## src/rtl/mlp_pkg.sv

```systemverilog
// Shared definitions for the MLP layer sequencer: default sizes, class index width, FSM states.
// Latency: n/a (package only).
// Backpressure: n/a (package only).
package mlp_pkg;

    localparam int DEF_NUM_HIDDEN     = 10;
    localparam int DEF_NUM_OUTPUT     = 10;
    localparam int DEF_DATA_W         = 16;
    localparam int DEF_TIMEOUT_CYCLES = 255;

    // Width of the winning-class index for the default output layer size.
    localparam int CLASS_W = $clog2(DEF_NUM_OUTPUT);

    typedef enum logic [2:0] {
        IDLE,
        ISSUE_H,
        WAIT_H,
        ISSUE_O,
        WAIT_O,
        ARGMAX,
        DONE
    } seq_state_t;

endpackage

```

## src/rtl/argmax_scan.sv

```systemverilog
// Captures output-layer ReLU results and scans them one element per cycle for the maximum.
// Latency: N cycles of scan_start; scan_done marks the last element, res_* then hold the final winner.
// Backpressure: none; captures are taken whenever cap_en and the per-element valid are high.
//
// Ports:
//   clk, reset          - clock, async active-high reset
//   cap_en/cap_vld/cap_dat - capture window, per-element strobe and data
//   scan_start          - held high for exactly N cycles to run the scan
//   scan_done           - high on the cycle that processes element N-1
//   res_idx/res_val     - running max including the element being scanned this cycle
module argmax_scan
    import mlp_pkg::*;
#(
    parameter int N      = DEF_NUM_OUTPUT,
    parameter int DATA_W = DEF_DATA_W,
    parameter int IDX_W  = CLASS_W
) (
    input  logic                       clk,
    input  logic                       reset,
    input  logic                       cap_en,
    input  logic [N-1:0]               cap_vld,
    input  logic [N-1:0][DATA_W-1:0]   cap_dat,
    input  logic                       scan_start,
    output logic                       scan_done,
    output logic [IDX_W-1:0]           res_idx,
    output logic [DATA_W-1:0]          res_val
);

    localparam logic [IDX_W-1:0] LAST = IDX_W'(N - 1);

    logic [N-1:0][DATA_W-1:0] cap_q, cap_d;
    logic [IDX_W-1:0]         cnt_q, cnt_d;
    logic [IDX_W-1:0]         best_idx_q, best_idx_d;
    logic [DATA_W-1:0]        best_val_q, best_val_d;
    logic [DATA_W-1:0]        cur_val;

    always_comb begin
        cap_d = cap_q;
        for (int i = 0; i < N; i++) begin
            if (cap_en && cap_vld[i]) begin
                cap_d[i] = cap_dat[i];
            end
        end

        cur_val = cap_q[cnt_q];

        // Element 0 seeds the running max; later elements must be strictly
        // greater to win, so ties keep the lower index.
        if ((cnt_q == '0) || (cur_val > best_val_q)) begin
            res_idx = cnt_q;
            res_val = cur_val;
        end else begin
            res_idx = best_idx_q;
            res_val = best_val_q;
        end

        scan_done  = scan_start && (cnt_q == LAST);
        cnt_d      = (scan_start && !scan_done) ? cnt_q + IDX_W'(1) : '0;
        best_idx_d = scan_start ? res_idx : best_idx_q;
        best_val_d = scan_start ? res_val : best_val_q;
    end

    always_ff @(posedge clk or posedge reset) begin
        if (reset) begin
            cap_q      <= '0;
            cnt_q      <= '0;
            best_idx_q <= '0;
            best_val_q <= '0;
        end else begin
            cap_q      <= cap_d;
            cnt_q      <= cnt_d;
            best_idx_q <= best_idx_d;
            best_val_q <= best_val_d;
        end
    end

endmodule

```

## src/rtl/mlp_layer_sequencer.sv

```systemverilog
// Sequences one two-layer MLP inference: hidden MAC issue, output MAC issue, argmax, done pulse.
// Latency: done at 3+Kh+Ko+NUM_OUTPUT cycles after start (Kh/Ko = layer return delays).
// Backpressure: start only accepted in IDLE and never queued; WAIT states hold until all valids seen.
//
// Ports: clk, reset (async active-high), start, busy, done, error,
//   hidden_mac_valid/hidden_relu_valid, output_mac_valid/output_relu_valid/output_relu_out,
//   class_idx/class_val (winner, held until the next successful done).
// Optional macro SEQ_TIMEOUT_EN adds a per-wait-phase watchdog that ends the
// inference with done+error after TIMEOUT_CYCLES cycles of an incomplete mask.
module mlp_layer_sequencer
    import mlp_pkg::*;
#(
    parameter int NUM_HIDDEN     = DEF_NUM_HIDDEN,
    parameter int NUM_OUTPUT     = DEF_NUM_OUTPUT,
    parameter int DATA_W         = DEF_DATA_W,
    parameter int TIMEOUT_CYCLES = DEF_TIMEOUT_CYCLES
) (
    input  logic                                clk,
    input  logic                                reset,
    input  logic                                start,
    output logic                                busy,
    output logic                                done,
    output logic                                error,
    output logic [NUM_HIDDEN-1:0]               hidden_mac_valid,
    input  logic [NUM_HIDDEN-1:0]               hidden_relu_valid,
    output logic [NUM_OUTPUT-1:0]               output_mac_valid,
    input  logic [NUM_OUTPUT-1:0]               output_relu_valid,
    input  logic [NUM_OUTPUT-1:0][DATA_W-1:0]   output_relu_out,
    output logic [$clog2(NUM_OUTPUT)-1:0]       class_idx,
    output logic [DATA_W-1:0]                   class_val
);

    localparam int IDX_W = $clog2(NUM_OUTPUT);

    seq_state_t              state_q, state_d;
    logic [NUM_HIDDEN-1:0]   hmask_q, hmask_d;
    logic [NUM_OUTPUT-1:0]   omask_q, omask_d;
    logic                    busy_q, busy_d;
    logic                    done_q, done_d;
    logic                    error_q, error_d;
    logic [NUM_HIDDEN-1:0]   hmv_q, hmv_d;
    logic [NUM_OUTPUT-1:0]   omv_q, omv_d;
    logic [IDX_W-1:0]        class_idx_q, class_idx_d;
    logic [DATA_W-1:0]       class_val_q, class_val_d;

    logic                    timeout;
    logic                    scan_done;
    logic [IDX_W-1:0]        scan_idx;
    logic [DATA_W-1:0]       scan_val;

`ifdef SEQ_TIMEOUT_EN
    localparam int WD_W = $clog2(TIMEOUT_CYCLES + 1);

    logic [WD_W-1:0] wdog_q, wdog_d;

    // Counter is zero in the first cycle of each WAIT state; timeout fires in
    // the WAIT cycle whose increment reaches the limit.
    always_comb begin
        wdog_d  = '0;
        timeout = 1'b0;
        if ((state_q == WAIT_H) || (state_q == WAIT_O)) begin
            wdog_d  = wdog_q + WD_W'(1);
            timeout = (wdog_d == WD_W'(TIMEOUT_CYCLES));
        end
    end

    always_ff @(posedge clk or posedge reset) begin
        if (reset) begin
            wdog_q <= '0;
        end else begin
            wdog_q <= wdog_d;
        end
    end
`else
    logic [31:0] unused_timeout_cfg;
    assign unused_timeout_cfg = TIMEOUT_CYCLES;
    assign timeout            = 1'b0;
`endif

    argmax_scan #(
        .N      (NUM_OUTPUT),
        .DATA_W (DATA_W),
        .IDX_W  (IDX_W)
    ) u_argmax (
        .clk        (clk),
        .reset      (reset),
        .cap_en     (state_q == WAIT_O),
        .cap_vld    (output_relu_valid),
        .cap_dat    (output_relu_out),
        .scan_start (state_q == ARGMAX),
        .scan_done  (scan_done),
        .res_idx    (scan_idx),
        .res_val    (scan_val)
    );

    always_comb begin
        state_d     = state_q;
        hmask_d     = hmask_q;
        omask_d     = omask_q;
        error_d     = 1'b0;
        class_idx_d = class_idx_q;
        class_val_d = class_val_q;

        case (state_q)
            IDLE: begin
                if (start) state_d = ISSUE_H;
            end
            ISSUE_H: begin
                hmask_d = '0;
                state_d = WAIT_H;
            end
            WAIT_H: begin
                // Completion includes this cycle's valids so the next layer
                // issues the cycle after the last return.
                hmask_d = hmask_q | hidden_relu_valid;
                if (&hmask_d) begin
                    state_d = ISSUE_O;
                end else if (timeout) begin
                    state_d = DONE;
                    error_d = 1'b1;
                end
            end
            ISSUE_O: begin
                omask_d = '0;
                state_d = WAIT_O;
            end
            WAIT_O: begin
                omask_d = omask_q | output_relu_valid;
                if (&omask_d) begin
                    state_d = ARGMAX;
                end else if (timeout) begin
                    state_d = DONE;
                    error_d = 1'b1;
                end
            end
            ARGMAX: begin
                if (scan_done) begin
                    state_d     = DONE;
                    class_idx_d = scan_idx;
                    class_val_d = scan_val;
                end
            end
            DONE: begin
                state_d = IDLE;
            end
            default: begin
                state_d = IDLE;
            end
        endcase

        // All outputs are registered copies of the decoded next state.
        busy_d = (state_d != IDLE);
        done_d = (state_d == DONE);
        hmv_d  = {NUM_HIDDEN{state_d == ISSUE_H}};
        omv_d  = {NUM_OUTPUT{state_d == ISSUE_O}};
    end

    always_ff @(posedge clk or posedge reset) begin
        if (reset) begin
            state_q     <= IDLE;
            hmask_q     <= '0;
            omask_q     <= '0;
            busy_q      <= 1'b0;
            done_q      <= 1'b0;
            error_q     <= 1'b0;
            hmv_q       <= '0;
            omv_q       <= '0;
            class_idx_q <= '0;
            class_val_q <= '0;
        end else begin
            state_q     <= state_d;
            hmask_q     <= hmask_d;
            omask_q     <= omask_d;
            busy_q      <= busy_d;
            done_q      <= done_d;
            error_q     <= error_d;
            hmv_q       <= hmv_d;
            omv_q       <= omv_d;
            class_idx_q <= class_idx_d;
            class_val_q <= class_val_d;
        end
    end

    assign busy             = busy_q;
    assign done             = done_q;
    assign error            = error_q;
    assign hidden_mac_valid = hmv_q;
    assign output_mac_valid = omv_q;
    assign class_idx        = class_idx_q;
    assign class_val        = class_val_q;

endmodule

```

## config.mk

```make
export PLATFORM = sky130hd
export DESIGN_NAME = mlp_layer_sequencer
export DESIGN_NICKNAME = d
export VERILOG_FILES = /design/src/rtl/mlp_pkg.sv /design/src/rtl/argmax_scan.sv /design/src/rtl/mlp_layer_sequencer.sv
export SDC_FILE = /design/constraint.sdc
export NUM_CORES = 1
export LEC_CHECK = 0
export CAP_MARGIN = 5
export CORE_MARGIN = 1.5
export CORE_UTILIZATION = 40
export CTS_CLUSTER_SIZE = 20
export DETAILED_ROUTE_END_ITERATION = 10
export HOLD_SLACK_MARGIN = 0.12
export SLEW_MARGIN = 20
export SYNTH_ARGS = -nofsm -noshare
export SYNTH_HDL_FRONTEND = slang
export SYNTH_SLANG_ARGS = --single-unit
```

## constraint.sdc

```tcl
create_clock -name clk -period 11.6 [get_ports clk]
set_input_delay 3.48 -clock clk [delete_from_list [all_inputs] [get_ports clk]]
set_output_delay 3.48 -clock clk [all_outputs]
set_load 0.05 [all_outputs]
```

* Word-level counts from Yosys, hierarchy flattened
Cells that the tools add are included.
** Operators by class
- Reduce and logical (&&, ||, !) cells :: 22
- Order comparisons :: 2
- Multiplexer cells :: 12
- Eq/ne operators :: 9
- Bitwise gates (word level) :: 2
- Add/sub/neg operators :: 1
** Operators with widths (number)
- $bmux 16 s4 :: 1
- $pmux 10 s2 :: 2
- $mux 16 :: 2
- $or 10x10->10 :: 2
- $reduce_and 10->1 :: 2
- $pmux 3 s6 :: 1
- $gt 16x16->1 :: 1
- $logic_and 1x1->1 :: 12
- $mux 3 :: 4
- $eq 3x2->1 const B :: 3
- $eq 3x3->1 const B :: 3
- $mux 4 :: 2
- $eq 3x1->1 const B :: 2
- $lt 4x5->1 const B :: 1
- $add 4x1->4 const B :: 1
- $eq 4x4->1 const B :: 1
- $logic_not 4->1 :: 1
- $reduce_bool 2->1 :: 2
- $logic_not 3->1 :: 1
- $reduce_bool 3->1 :: 1
- $reduce_and 2->1 :: 1
- $logic_not 1->1 :: 1
- $logic_or 1x1->1 :: 1
** Storage, ports and cells
- Register bits :: 231

* Logic depth before layout (Yosys ltp)
Gate-level depths: netlist of run 1.
- Depth after elaboration :: 5
- Depth in mapped cells :: 15
- Gate-level depth less buffers :: 11

* By module
Synthesis of run 1 repeated with hierarchy kept, for this count alone.
** Second synthesis, totals
- Cell total of the unflattened synthesis :: 803
- Area total of the unflattened synthesis :: 11120.7 µm²
** By module, submodules not included
- argmax_scan :: cells each 618, area an instance 8929.8 µm², instances 1
- mlp_layer_sequencer :: cells each 185, area an instance 2190.9 µm², instances 1

* Worst setup path before layout of run 1
OpenSTA, ideal clock, no wires.
- Path kind :: input port to flip-flop
- Start point :: input port output_relu_valid[3]
- End point :: register busy_q (netlist: busy)
- Slack :: 6.907 ns
- Data arrival time :: 4.565 ns
- Data required time :: 11.473 ns
- Setup time :: 0.127 ns
- Stages :: 6
- Cell sequence :: o22ai_1 nor2_1 o221ai_1 nor4_1 or4_1 or2_2
** On the way
- Word-level cells in the longest chain between the ends :: 5
** Ends and longest elaborated chain
- start: declaration :: line mlp_layer_sequencer.sv:27 : input logic [NUM_OUTPUT-1:0] output_relu_valid,
- $or 10x10->10 :: line mlp_layer_sequencer.sv:128 : omask_d = omask_q | output_relu_valid;
- $reduce_and 10->1 :: line mlp_layer_sequencer.sv:129 : if (&omask_d) begin
- $mux 3 :: line mlp_layer_sequencer.sv:129
- $pmux 3 s6 :: line mlp_layer_sequencer.sv:104 : case (state_q)
- via state_d[0] :: line mlp_layer_sequencer.sv:35 : seq_state_t state_q, state_d;
- $reduce_bool 3->1 :: line mlp_layer_sequencer.sv:152 : busy_d = (state_d != IDLE);
- via busy_d :: line mlp_layer_sequencer.sv:38 : logic busy_q, busy_d;
- end signal: assignment :: line mlp_layer_sequencer.sv:174 : busy_q <= busy_d;
- end: declaration :: line mlp_layer_sequencer.sv:38
The timed path passes the listed nets, and every way through them passes these cells.
A chain may end at the register's enable or synchronous reset.

* Worst setup path after layout of run 1
- Start point :: register, netlist name output_mac_valid[0]
- End point :: output port output_mac_valid[7]
** RTL lines
- end: declaration :: line mlp_layer_sequencer.sv:26 : output logic [NUM_OUTPUT-1:0] output_mac_valid,
No word-level cell between the ends.

==> results of run 1 <==
state kept, by name, summed over array words and instances, names as in the netlist, 3 cells and up:
signal	count
u_argmax.cap_q	160
class_val	16
u_argmax.best_val_q	16
hmask_q	10
omask_q	10
class_idx	4
u_argmax.best_idx_q	4
u_argmax.cnt_q	4
state_q	3
stage by stage:
stage          utilization [%]  instance area [sq um]  hold WS, ns  setup slack (ns)  cells
6_report                 52.40                  14120       0.4699             6.247   1386
5_1_grt                  52.38                  14120       0.4961             6.160   1384
4_1_cts                  52.37                  14110       0.4732             6.212   1383
3_5_place_dp             49.22                  13270       0.4587             6.014   1336
3_3_place_gp             49.22                  13270       0.4541             6.000   1336
2_1_floorplan                -                  11000       0.4410             1.787    842
cell usage in the layout (no fill, tap or decap), types with 3 or more instances in the layout:
master / n
dfrtp_1: 230
clkdlybuf4s50_1: 224
mux2_2: 160
mux2i_1: 83
nor2_1: 28
clkbuf_16: 27
inv_1: 26
o22ai_1: 24
ha_1: 19
o221ai_1: 17
o31a_1: 16
and3_1: 15
mux2_4: 15
a221o_1: 14
nand2_1: 13
a21o_1: 13
and2_1: 11
nand3_1: 10
a22o_1: 10
o21a_1: 9
clkbuf_1: 7
o21ai_0: 6
a21oi_1: 6
clkbuf_8: 6
buf_4: 6
nor3_1: 5
clkinv_2: 5
diode_2: 3
nand2b_1: 3
or2_2: 3
and4_1: 3
final timing paths:
check / startpoint / end / slack (ns) / cells past startpoint
worst min-delay path: omask_q[0] / omask_q[0] / 0.47 / 2
min in group asynchronous: reset / u_argmax.cap_q[153] / 3.50 / 2
worst max register to register: u_argmax.cnt_q[0] / class_val[4] / 6.48 / 11
max in group asynchronous: reset / u_argmax.cap_q[133] / 6.61 / 3
worst max-delay path: output_mac_valid[0] / output_mac_valid[7] / 6.25 / 1
worst min register to register: omask_q[0] / omask_q[0] / 0.47 / 2
cells by family (layout without fill, tap and decap cells):
family	count (synthesis)	after routing	share of synthesized area [%]
multiplexers	258	258	25.98
flip-flops	231	231	52.54
AO/OA/AOI/OAI	124	124	9.030
buffers and inverters	104	304	5.106
AND/OR/NAND/NOR	102	102	4.913
adder cells (fa/ha/maj)	19	19	2.161
XOR/XNOR	3	3	0.2389
other	1	4	0.03409
cells in the mapped netlist, drive strengths merged (2+ instances only):
cell and n:
or4 2, ha 19, nand2b 3, o31ai 2, nor3 6, o21a 9, a221o 14, o31a 16
and4 3, o21ai 6, o22ai 24, and3 16, a211oi 2, mux2i 83, a21oi 7, clkbuf 16
nand3b 2, nand3 10, nor2 29, nand2 13, mux2 175, a22o 10, xnor2 2, a21o 13
o221ai 18, or2 3, dfrtp 231, buf 61, inv 27, and2 11
metal layers:
metal	part of all wire (%)	up-vias	GRT usage (%)
met5	0.15	-	0
met1	44	3691	27.40
met3	6.1	39	5.120
li1	-	3420	-
met4	1.5	6	4.309
met2	48	176	34.67
area by class of cell:
class,count,area (sq um)
fill,2378,12830
sequential,231,5784
multi-input combinational,507,4659
timing repair buffer,230,2287
clock buffer,40,784.5
tap,341,426.7
inverter,27,108.9
clock inverter,7,63.81
antenna,3,7.507
power breakdown:
group	leakage, nW	internal, mW	switching, mW
combinational	2.54	0.598	0.499
sequential	2.86	1.15	0.202
clock	0.422	0.486	0.324
tightest hold or removal path: cells and delay by family (launching register included):
kind | cells | cell delay (ns)
simple gates | 2 | 0.10
flops | 1 | 0.33
==> out/results.ini, run 1 <==
[detailed_routing]
firstDrtPassIters=5
wl_um=29480
via_per_inst=5.290
drtIter0Drc=418
dr_total_vias=7332
ant_nets=0
wl_per_cell_um=21.27
route.detailed.drc=0

[timing]
fin_tns_setup_ns=0
max_freq_mhz=186.8
hold_violations=0
fin_crit_sh_pct=46.15
rsz0062_at_grt=no
min_period_ns=5.353
tightest_slew_ns=0.9720
finClkSkew_ns=0.01301
maxSlewHeadroom_pct=35.20
slew_viol_final=0
setup_viol=0

[placed_design]
place_congestion=0.7844
dp.final_hpwl_um=20910
io_buffers=224

[flow_run]
cap_viol_max_count=0

[logic_synthesis]
yosys_warnings=0
syn-num-nets=1044
postSynthAreaPerCell_sq_um=13.07
ys_async_sr_fraction_pct=100.0
ys_seq_area_share_pct=52.54
synth_edf_count=0
synth_seq_cells=231
netlist_instances=842
ys_types=49
yosysTopAreaCell=dfrtp_1
synth_top_flop_cell=dfrtp_1
ys_top_cells_by_area=dfrtp_1, mux2_2, mux2i_1
synth_top_area_share_pct=52.54
syn_area_sq_um=11000

[power]
power_density_nw_per_um2=230.8
p_leak_nw=5.820
vdd_drop_max_mv=0.08682
power_mw=3.260

[cts]
numCtsBuffers=27
cts.sinks=231
cts_tree=yes
clk_latency_ns=0.52
cts.clk_slew.worst_paths_ns=0.06
cts_setup_buffers=0
htreeDepth=1
clk_path_buf_depth=3
cts-resized-gates=0
ctsHoldBuffers=0
root_buffer=clkbuf_16

[worst_setup_path]
cp-end-kind=primary output
path_max_fanout=10
critical_path_arrival_ns=1.87
cp.required_ns=8.12
cp_slowest_cell=clkdlybuf4s50_1
cp_slowest_stage_delay_ns=0.86
path_cells=clkdlybuf4s50_1
path_delay_family=buffers and inverters
critPathLaunchType=flip-flop
crit_buf_inv=1
path_class=reg -> out

[worst_hold_path]
hold_path.class=reg -> reg

[floorplanning]
io_pins=226
die_w_um=168.8
core_area_sq_um=26950
die_y_um=168.8
die_area_sq_um=28510
row_count=60
start_util_pct=40.82

[outcome]
status=completed

[global_routing]
overflow=0
grt_pass1_wl_um=44970
first_global_vias=7635
grt_use_total_pct=20.75
antenna_found_initial=5
grt_max_degree=108

[finish]
num-nets-final=1226
layout-drive-gt1-share_pct=22.46
syn_to_final_growth_pct=28.36

No activity file was read; power rests on OpenSTA's default activity.
==> run 2: changes to the inputs <==
==> constraint.sdc (replaced) <==
create_clock -name clk -period 5.3 [get_ports clk]
set_input_delay 1.59 -clock clk [delete_from_list [all_inputs] [get_ports clk]]
set_output_delay 1.59 -clock clk [all_outputs]
set_load 0.05 [all_outputs]
==> run 2 against run 1 <==
Count of clock-buffer cells in the layout is 1 lower. Setup slack worse by 5.1 ns. Largest power group unchanged. Die area stayed put.
==> out/results.ini, run 2 (same netlist as run 1, synthesis figures left out) <==
[outcome]
status=completed

[worst_setup_path]
cp.required_ns=5.70
endpoint=u_argmax.best_val_q[7]
timing.rr.start=u_argmax.cnt_q[0]
critical_path_arrival_ns=4.55
r2r_cells=12
reg2reg_setup_slack_ns=1.15
path_max_fanout=31
critPathLaunchType=flip-flop
crit_start=u_argmax.cnt_q[0]
cp-end-kind=flip-flop
path_class=reg -> reg
rr_endpoint=u_argmax.best_val_q[7]

[timing]
maxSlewHeadroom_pct=32.20
hold_violations=0
finClkSkew_ns=0.01001
slew_viol_final=0
setup_viol=0
fin_crit_sh_pct=78.37
tightest_slew_ns=1.017
fin_tns_setup_ns=0
rsz0062_at_grt=no
min_period_ns=4.154
max_freq_mhz=240.7

[worst_hold_path]
min_from=omask_q[0]
hold_path.class=reg -> reg
whs_path_depth=2

[floorplanning]
core_area_sq_um=26950
row_count=60
die_y_um=168.8
start_util_pct=40.82
die_area_sq_um=28510
io_pins=226
die_w_um=168.8

[placed_design]
io_buffers=224
place_congestion=0.8248
dp.final_hpwl_um=21430
place_area_sq_um=13340

[detailed_routing]
firstDrtPassIters=5
ant_nets=0
route.detailed.drc=0
via_per_inst=5.335
dr_total_vias=7437
wl_per_cell_um=21.28
wl_um=29660
drtIter0Drc=429

[cts]
clk_path_buf_depth=3
cts_setup_buffers=0
clk_latency_ns=0.52
cts.clk_slew.worst_paths_ns=0.06
numCtsBuffers=27
cts-resized-gates=0
cts.sinks=231
ctsHoldBuffers=0
htreeDepth=1
cts_tree=yes
root_buffer=clkbuf_16

[global_routing]
overflow=0
grt_max_degree=108
first_global_vias=7837
grt_use_total_pct=21.22
grt_pass1_wl_um=46440
antenna_found_initial=4

[power]
vdd_drop_max_mv=0.2291
p_leak_nw=5.878
switching_share_pct=31.46
p_seq_share_pct=41.3
p_clk_share_pct=25.1
power_density_nw_per_um2=506.6
power_mw=7.207
combinationalPowerShare_pct=33.6
power.switching_mw=2.267
p_int_mw=4.940

[finish]
utilization_pct=52.79
n_fill_cell=2359
ff_latch_area_sq_um=5784
multiInputGateArea_sq_um=4659
final_cell_mix=dfrtp_1, clkdlybuf4s50_1, mux2_2
layout-drive-gt1-share_pct=23.41
largest_reg_flops=160
final_cell_area_sq_um=14230
syn_to_final_growth_pct=29.32
num-nets-final=1233
top_register=u_argmax.cap_q
layout_commonest_cell=dfrtp_1

[flow_run]
cap_viol_max_count=0

## run 2: routing by layer
metal / GRT usage (%) / vias to the layer above / share of wire [%]
met2: 34.58 / 187 / 47
li1: - / 3437 / -
met3: 4.115 / 39 / 5.6
met4: 5.163 / 2 / 2.2
met5: 0 / - / 0.044
met1: 29.20 / 3772 / 45
## run 2: worst min-delay path by stage
stage                 end
6_report       omask_q[0]
5_1_grt        omask_q[8]
4_1_cts        omask_q[0]
3_5_place_dp   omask_q[0]
3_3_place_gp   omask_q[0]
2_1_floorplan  omask_q[0]
## run 2: power groups by stage
stage          clock [mW]  sequential (mW)  combinational, mW
3_3_place_gp            0             3.00               2.37
5_1_grt              1.93             3.08               2.65
2_1_floorplan           0             2.86               1.94
4_1_cts              1.86             2.98               2.44
3_5_place_dp            0             3.00               2.43
6_report             1.81             2.98               2.42
## run 2: area by class of cell
type	count	area share, %
Sequential cell	231	40.66
Multi-Input combinational cell	507	32.75
Timing Repair Buffer	237	16.62
Clock inverter	10	0.5716
Inverter	27	0.7387
Tap cell	341	2.999
Antenna cell	2	0.03518
Clock buffer	39	5.628
## run 2: critical path, cell delays in order, from the launching register on
cell      delay, ns
dfrtp_4        0.67
buf_4          0.56
mux2i_1        0.25
nor2_1         0.05
o31a_1         0.36
ha_1           0.30
and3_4         0.19
a221oi_2       0.31
nor3_2         0.11
o31ai_4        0.45
a21oi_2        0.15
buf_4          0.28
mux2_4         0.33
## run 2: metrics by stage
step                      hold WS (ns)  setup WS, ns  std cells
final                           0.4798         1.146       1394
after global placement          0.4539         1.289       1343
after CTS                       0.4820         1.138       1392
after global routing            0.5024        0.9639       1393
after detailed placement        0.4654         1.146       1343
after floorplan                 0.4410        0.6881        842
